## src/rtl/i2c_byte_tx.sv

```systemverilog
// i2c_byte_tx: shifts one byte MSB-first onto SDA, then releases SDA for
// the ACK bit and optionally samples the receiver's acknowledge.
//
// Ports:
//   i_clk    - single clock, all logic on its rising edge
//   i_rst    - synchronous active-high reset
//   i_start  - one-cycle request to transmit i_data (ignored while busy)
//   i_data   - byte to send, captured on request acceptance
//   i_SCL    - bus clock from the SCL generator, synchronous to i_clk
//   i_SDA    - sampled bus SDA, used for the ACK sample
//   o_SDA    - SDA drive: 1 = release, 0 = pull low
//   o_busy   - high from acceptance until o_done
//   o_done   - one-cycle pulse at byte/ACK completion
//   o_nack   - ACK result of the last byte, 1 = NACK
//
// Parameter SDA_HOLD (0..15): i_clk cycles from a detected SCL fall to the
// SDA update.
// Optional feature macro: I2C_BYTE_TX_ACK_CHK_EN enables the ACK sample;
// without it o_nack is tied low and timing is unchanged.

module i2c_byte_tx #(
    parameter int SDA_HOLD = 2
) (
    input  logic       i_clk,
    input  logic       i_rst,
    input  logic       i_start,
    input  logic [7:0] i_data,
    input  logic       i_SCL,
    input  logic       i_SDA,
    output logic       o_SDA,
    output logic       o_busy,
    output logic       o_done,
    output logic       o_nack
);

    typedef enum logic [2:0] {
        IDLE,
        WAIT_FALL,
        HOLD,
        WAIT_RISE,
        ACK_FALL,
        ACK_HOLD,
        ACK_RISE,
        DONE
    } state_t;

    localparam logic [3:0] HOLD_INIT = 4'(SDA_HOLD);
    localparam bit         ZERO_HOLD = (SDA_HOLD == 0);

    state_t     state_q;
    logic [7:0] shreg_q;
    logic [7:0] shreg_d;
    logic [2:0] bit_cnt_q;
    logic [3:0] hold_cnt_q;
    logic       scl_q;
    logic       sda_q;
    logic       busy_q;
    logic       done_q;
    logic       fall;
    logic       rise;

`ifdef I2C_BYTE_TX_ACK_CHK_EN
    logic       nack_q;
    assign o_nack = nack_q;
`else
    logic       unused_sda;
    assign unused_sda = i_SDA;
    assign o_nack     = 1'b0;
`endif

    // Edges are seen in the same cycle the new SCL level arrives.
    assign fall    = scl_q & ~i_SCL;
    assign rise    = ~scl_q & i_SCL;
    assign shreg_d = {shreg_q[6:0], 1'b0};

    assign o_SDA  = sda_q;
    assign o_busy = busy_q;
    assign o_done = done_q;

    always_ff @(posedge i_clk) begin
        if (i_rst) begin
            state_q    <= IDLE;
            shreg_q    <= 8'h00;
            bit_cnt_q  <= 3'd0;
            hold_cnt_q <= 4'd0;
            scl_q      <= 1'b1;
            sda_q      <= 1'b1;
            busy_q     <= 1'b0;
            done_q     <= 1'b0;
`ifdef I2C_BYTE_TX_ACK_CHK_EN
            nack_q     <= 1'b0;
`endif
        end else begin
            scl_q  <= i_SCL;
            done_q <= 1'b0;
            case (state_q)
                IDLE: begin
                    if (i_start) begin
                        shreg_q   <= i_data;
                        bit_cnt_q <= 3'd0;
                        busy_q    <= 1'b1;
                        state_q   <= WAIT_FALL;
                    end
                end
                WAIT_FALL: begin
                    if (fall) begin
                        if (ZERO_HOLD) begin
                            sda_q   <= shreg_q[7];
                            state_q <= WAIT_RISE;
                        end else begin
                            hold_cnt_q <= HOLD_INIT;
                            state_q    <= HOLD;
                        end
                    end
                end
                // SCL edges are deliberately ignored while counting down.
                HOLD: begin
                    if (hold_cnt_q <= 4'd1) begin
                        hold_cnt_q <= 4'd0;
                        sda_q      <= shreg_q[7];
                        state_q    <= WAIT_RISE;
                    end else begin
                        hold_cnt_q <= hold_cnt_q - 4'd1;
                    end
                end
                // bit_cnt saturates at 7: the eighth bit hands over to ACK.
                WAIT_RISE: begin
                    if (rise) begin
                        shreg_q <= shreg_d;
                        if (bit_cnt_q == 3'd7) begin
                            state_q <= ACK_FALL;
                        end else begin
                            bit_cnt_q <= bit_cnt_q + 3'd1;
                            state_q   <= WAIT_FALL;
                        end
                    end
                end
                ACK_FALL: begin
                    if (fall) begin
                        if (ZERO_HOLD) begin
                            sda_q   <= 1'b1;
                            state_q <= ACK_RISE;
                        end else begin
                            hold_cnt_q <= HOLD_INIT;
                            state_q    <= ACK_HOLD;
                        end
                    end
                end
                ACK_HOLD: begin
                    if (hold_cnt_q <= 4'd1) begin
                        hold_cnt_q <= 4'd0;
                        sda_q      <= 1'b1;
                        state_q    <= ACK_RISE;
                    end else begin
                        hold_cnt_q <= hold_cnt_q - 4'd1;
                    end
                end
                // o_done rises with the edge that detects the ninth rise.
                ACK_RISE: begin
                    if (rise) begin
`ifdef I2C_BYTE_TX_ACK_CHK_EN
                        nack_q  <= i_SDA;
`endif
                        done_q  <= 1'b1;
                        busy_q  <= 1'b0;
                        state_q <= DONE;
                    end
                end
                DONE: begin
                    sda_q   <= 1'b1;
                    state_q <= IDLE;
                end
                default: begin
                    state_q <= IDLE;
                end
            endcase
        end
    end

endmodule

```

## config.mk

```make
export PLATFORM = sky130hd
export DESIGN_NAME = i2c_byte_tx
export DESIGN_NICKNAME = d
export VERILOG_FILES = /design/src/rtl/i2c_byte_tx.sv
export SDC_FILE = /design/constraint.sdc
export NUM_CORES = 1
export LEC_CHECK = 0
export CAP_MARGIN = 20
export CORE_MARGIN = 2
export CORE_UTILIZATION = 50
export DETAILED_ROUTE_END_ITERATION = 8
export PLACE_DENSITY = 0.85
export SETUP_SLACK_MARGIN = 0.1
export SLEW_MARGIN = 40
export SYNTH_ARGS = -nofsm -noshare
export SYNTH_HDL_FRONTEND = slang
export SYNTH_SLANG_ARGS = --single-unit
```

## constraint.sdc

```tcl
create_clock -name i_clk -period 2.6 [get_ports i_clk]
set_clock_uncertainty 0.1 [all_clocks]
set_input_delay 0.26 -clock i_clk [delete_from_list [all_inputs] [get_ports i_clk]]
set_output_delay 0.26 -clock i_clk [all_outputs]
set_load 0.005 [all_outputs]
```

== Word-level counts from Yosys, hierarchy flattened ==
Index checks and enable logic that the tools add are counted.

* $add $sub $neg: 2
* Order comparisons: 1
* Equal/unequal tests: 17
* Mux-type cells: 26
* Bitwise logic cells: 5
* Reductions and logical operators: 14

{| class="wikitable"
|+ Operators with widths
! kind !! number
|-
| 3-bit 2-to-1 mux || 11
|-
| 3-bit one-hot mux with 8 select lines || 1
|-
| 8-bit 2-to-1 mux || 2
|-
| 2-bit inequality test (second input constant) || 8
|-
| 8-bit one-hot mux with 2 select lines || 1
|-
| 3-bit == test (second input constant) || 5
|-
| 3-bit AND reduction || 3
|-
| 4-bit 2-to-1 mux || 2
|-
| 4-bit one-hot mux with 2 select lines || 1
|-
| 7-bit AND reduction || 1
|-
| 3-bit by 2-bit == test with 1-bit output (second input constant) || 2
|-
| 3-bit one-hot mux with 2 select lines || 1
|-
| 2-bit nonzero test || 3
|-
| 2-bit OR reduction || 3
|-
| 1-bit 2-to-1 mux || 5
|-
| 4-bit by 1-bit less-or-equal comparator with 1-bit output (second input constant) || 1
|-
| 4-bit AND reduction || 1
|-
| 4-bit by 1-bit subtractor with 4-bit output (second input constant) || 1
|-
| 3-bit by 1-bit adder with 3-bit output (second input constant) || 1
|-
| 3-bit by 1-bit == test with 1-bit output (second input constant) || 1
|-
| 3-bit zero test || 1
|-
| 1-bit NOT || 3
|-
| 1-bit one-hot mux with 3 select lines || 1
|-
| 3-bit nonzero test || 1
|-
| other kinds (4) || 5
|}

* Flip-flop bits (word level): 22
* Input port bits: 13
* Output and inout bits: 4
* Logic and storage cells: 73

== Logic depth before layout (Yosys ltp) ==
* Depth in word-level cells: 4
* Mapped depth: 6
* Depth with buffers taken out: 6

== Least setup slack after synthesis ==
No wires, ideal clock.

* Kind: register -> register
* Start: register hold_cnt_q[0]
* End: register hold_cnt_q[0]
* Setup time: 0.087 ns
* Arrival: 1.536 ns
* Data required time: 2.413 ns
* Setup slack: 0.877 ns
* Cell stages (with the launch flop): 7
* Buffers on the path: 0
* Period minus slack after synthesis: 1.723 ns
* Cells stage by stage: dfxtp_1 inv_1 ha_1 or2_2 and2_1 or4_1 o31ai_1

* Cells in the longest elaborated chain, start to end: 3
* Elaborated cells between the ends (all ways): 4
* Classes of those cells: add/sub: 1; order compare: 1; mux: 2

{| class="wikitable"
|+ RTL lines
! element !! line !! RTL
|-
| from (decl) || 54 || <nowiki>logic [3:0] hold_cnt_q;</nowiki>
|-
| from (signal assigned) || 123 || <nowiki>hold_cnt_q <= hold_cnt_q - 4'd1;</nowiki>
|-
| from (signal assigned) || 155 || <nowiki>hold_cnt_q <= hold_cnt_q - 4'd1;</nowiki>
|-
| 4-bit by 1-bit subtractor with 4-bit output / 4-bit by 1-bit less-or-equal comparator with 1-bit output (equally long branches) || n/a ||
|-
| 4-bit 2-to-1 mux * || 118, 150 ||
|-
| 4-bit one-hot mux with 2 select lines * || 96 || <nowiki>case (state_q)</nowiki>
|}

Every way passes the cells marked *; elsewhere a longest branch is shown, timed or not.
A chain may end at the register's enable or synchronous reset.

== Worst setup path after layout ==
* Start: register state_q[0]
* End: register bit_cnt_q[2]

* Cells in the longest elaborated chain, start to end: 3
* Elaborated cells between the ends (all ways): 8
* Classes of those cells: eq/ne: 4; mux: 1; reduce/logical: 3

{| class="wikitable"
|+ RTL lines
! element !! line !! RTL
|-
| from (decl) || 50 || <nowiki>state_t state_q;</nowiki>
|-
| from (signal assigned) || 82 || <nowiki>state_q <= IDLE;</nowiki>
|-
| from (signal assigned) || 102 || <nowiki>state_q <= WAIT_FALL;</nowiki>
|-
| from (signal assigned) || 109 || <nowiki>state_q <= WAIT_RISE;</nowiki>
|-
| 3-bit by 2-bit == test with 1-bit output / 3-bit zero test (equally long branches) || 96 ||
|-
| 2-bit inequality test (no source line) / 2-bit nonzero test (equally long branches) || n/a ||
|-
| 4-bit AND reduction (no source line) || n/a ||
|-
| to (signal assigned) || 133 || <nowiki>bit_cnt_q <= bit_cnt_q + 3'd1;</nowiki>
|-
| to (decl) || 53 || <nowiki>logic [2:0] bit_cnt_q;</nowiki>
|}

Parallel ways exist; a longest one is shown, timed or not.

==> metrics <==
Worst Tran Pin Value=0.605 ns; reg2reg setup slack=0.60 ns; Core ar.=2250 sq um; Main synth FF type=dfxtp_1; Final setup viols=0; Post CTS Setup Buffer Count=0; final instance area=1400 sq um; number of synthesized flops with an enable pin=0; depth of the most critical reg-to-reg path=4; status=completed; reg2reg start=state_q[0]; CTS clk-pin slew, worst paths=0.13 ns; post-synthesis sequential area ratio=36.4%; PnR worst setup slack=0.604 ns; Slew Limit Fails=0; die width=53.2 um; crit path cell chain=inv_2, or2_1, or4b_1, a21oi_1; Power Density=672 nW/um^2; critical path class=register to register; WL per Instance=13.3 um; Worst R2R End=bit_cnt_q[2]; sequential cell area=440 sq um; Hold WS=0.386 ns; area delta synth->final=15.9%; routed vias/inst=5.78; CP max FO=14; number of non-filler instances in the completed layout=184; peak supply drop=0.494 mV; placed instance area=1350 sq um; Clock Latency Late Sink=0.31 ns; Period minus WS final=2.00 ns; Initial DRC Count=19; total wire length=2.44 mm; pre-CTS setup slack=0.445 ns; initial antenna violation count=0; Util after Layout=62.2%; Die Area=2830 sq um; Fin. Hold Viols=0; GRT Total Usage=21.0%; Worst path slowest cell=dfxtp_1; Final Net Count=174; fin crit share=76.8%; syn avg cell area=8.34 sq um; Cells after Synth=145; Initial Utilization=53.6%; Synth cell types=43; Startpoint Class=register; Synthesis Warnings=0; WHS Endpoint=shreg_q[1]; root buffer cell=clkbuf_4; H-Tree Depth=1; largest net degree at the start of global routing=21; # DRC=0; hold path depth=2; #FFs+latches synth=22; die height=53.2 um; Sink Count=22; gpl congestion=0.801; Antenna diodes=0; synthesized area=1210 sq um; DR pass1 iterations=5; area taken by multi-input logic gates=688 sq um; Overflow after GRT=0; Crit. End Element=register; post_cts resized=0; P_leak=0.536 nW; fill count=204; cts hold-fix bufs=0; CTS tree=built; setup_tns=0 ns; Max Freq=501 MHz; IO buf count=14; Slew headroom=59.6%; CP Data Required Time=2.75 ns; RSZ-0062 raised after global routing=no; Slowest Stage Delay on Critical Path=0.65 ns; vias in the first global route=969; Num CTS Buffers=3; antenna viol nets, final=0; maxcap violations=0; fraction of registers with async set/reset=0%; placed cell count=180; via count=1064; row cnt=17; HP Class=register to register; Arr. time, crit path=2.15 ns; Max Root-Sink Buffers=2; Post-Syn Nets=162; hold wc startpoint=shreg_q[0]; IO Pins=17; Tot Pwr=942 uW; DP HPWL=1.78 mm; first-pass GRT wire length=4.37 mm; layout cells sized above 1=10.3%
cells in the mapped netlist (all sizes together) (2+ instances only):
library cell,number,area share [%]
a211oi,2,1.2
a21oi,9,4.0
a311oi,7,5.1
a31oi,5,2.6
and2,2,1.2
buf,6,3.2
clkbuf,3,0.93
dfxtp,22,36
ha,4,4.1
inv,8,2.5
mux2i,2,1.7
nand2,18,5.6
nand2b,3,1.6
nand3,2,0.83
nand3b,3,1.9
nor2,12,3.7
nor3,2,0.83
o211ai,3,1.9
o21a,2,1.2
o21ai,7,2.9
or2,4,2.1
or3b,2,1.9
or4,2,1.2
or4b,2,1.7
flip-flops by register name, summed over array words and instances (netlist names):
| name | cells |
|---|---|
| hold_cnt_q | 4 |
| scl_q | 1 |
| shreg_q | 8 |
| o_done | 1 |
| o_busy | 1 |
| o_SDA | 1 |
| bit_cnt_q | 3 |
| state_q | 3 |
worst max path at each step:
stage	to	cells past startpoint	start
global route	bit_cnt_q[1]	4	state_q[0]
CTS	bit_cnt_q[1]	4	state_q[1]
detailed placement	bit_cnt_q[1]	5	i_start
global placement	bit_cnt_q[1]	5	i_start
floorplan	hold_cnt_q[0]	6	hold_cnt_q[0]
finish	bit_cnt_q[2]	4	state_q[0]
cells by family (layout without fill, tap and decap cells):
logic type | after synthesis | count (layout) | share of synthesized area [%]
compound gates | 41 | 41 | 23.1
fa+ha+maj | 4 | 4 | 4.14
buf+inv | 17 | 28 | 6.63
flops | 22 | 22 | 36.4
mux | 2 | 2 | 1.66
other cells | 1 | 1 | 0.310
simple gates | 58 | 58 | 27.7
cell type report:
type | instances | share of cell area [%]
Inverter | 8 | 2.14
Tap cell | 28 | 2.50
Clock inverter | 1 | 2.14
Clock buffer | 3 | 1.61
Timing Repair Buffer | 16 | 11.1
Multi-Input combinational cell | 106 | 49.1
Sequential cell | 22 | 31.4
power breakdown:
| group | internal, mW | switching, mW |
|---|---|---|
| Combinational | 0.119 | 0.128 |
| Clock | 0.156 | 0.111 |
| Sequential | 0.378 | 0.0493 |
| Total | 0.654 | 0.288 |
routing by layer:
layer | global-route usage [%] | wire length (um) | vias to the layer above | part of all wire [%]
li1 | - | - | 546 | -
met1 | 26.4 | 1080 | 494 | 44
met2 | 35.2 | 1240 | 20 | 51
met3 | 3.39 | 75 | 4 | 3.1
met4 | 8.97 | 40 | 0 | 1.6
met5 | 0 | 0 | - | 0
critical path, delay by kind of cell (launching register included):
kind	cells	cell delay, ns
simple gates	2	0.90
buf+inv	1	0.14
flops	1	0.65
compound gates	1	0.15
cell usage in the layout (no fill, tap or decap), types with 3 or more instances in the layout:
master            n
a311oi_1          7
o21ai_0           7
o211ai_1          3
nand2b_1          3
dfxtp_1          22
a31oi_1           5
nand2_1          18
nor2_1           12
ha_1              4
nand3b_1          3
a21oi_1           8
clkbuf_4          3
inv_1             7
clkdlybuf4s50_1  14
or2_2             3
No activity file was read; power rests on OpenSTA's default activity.
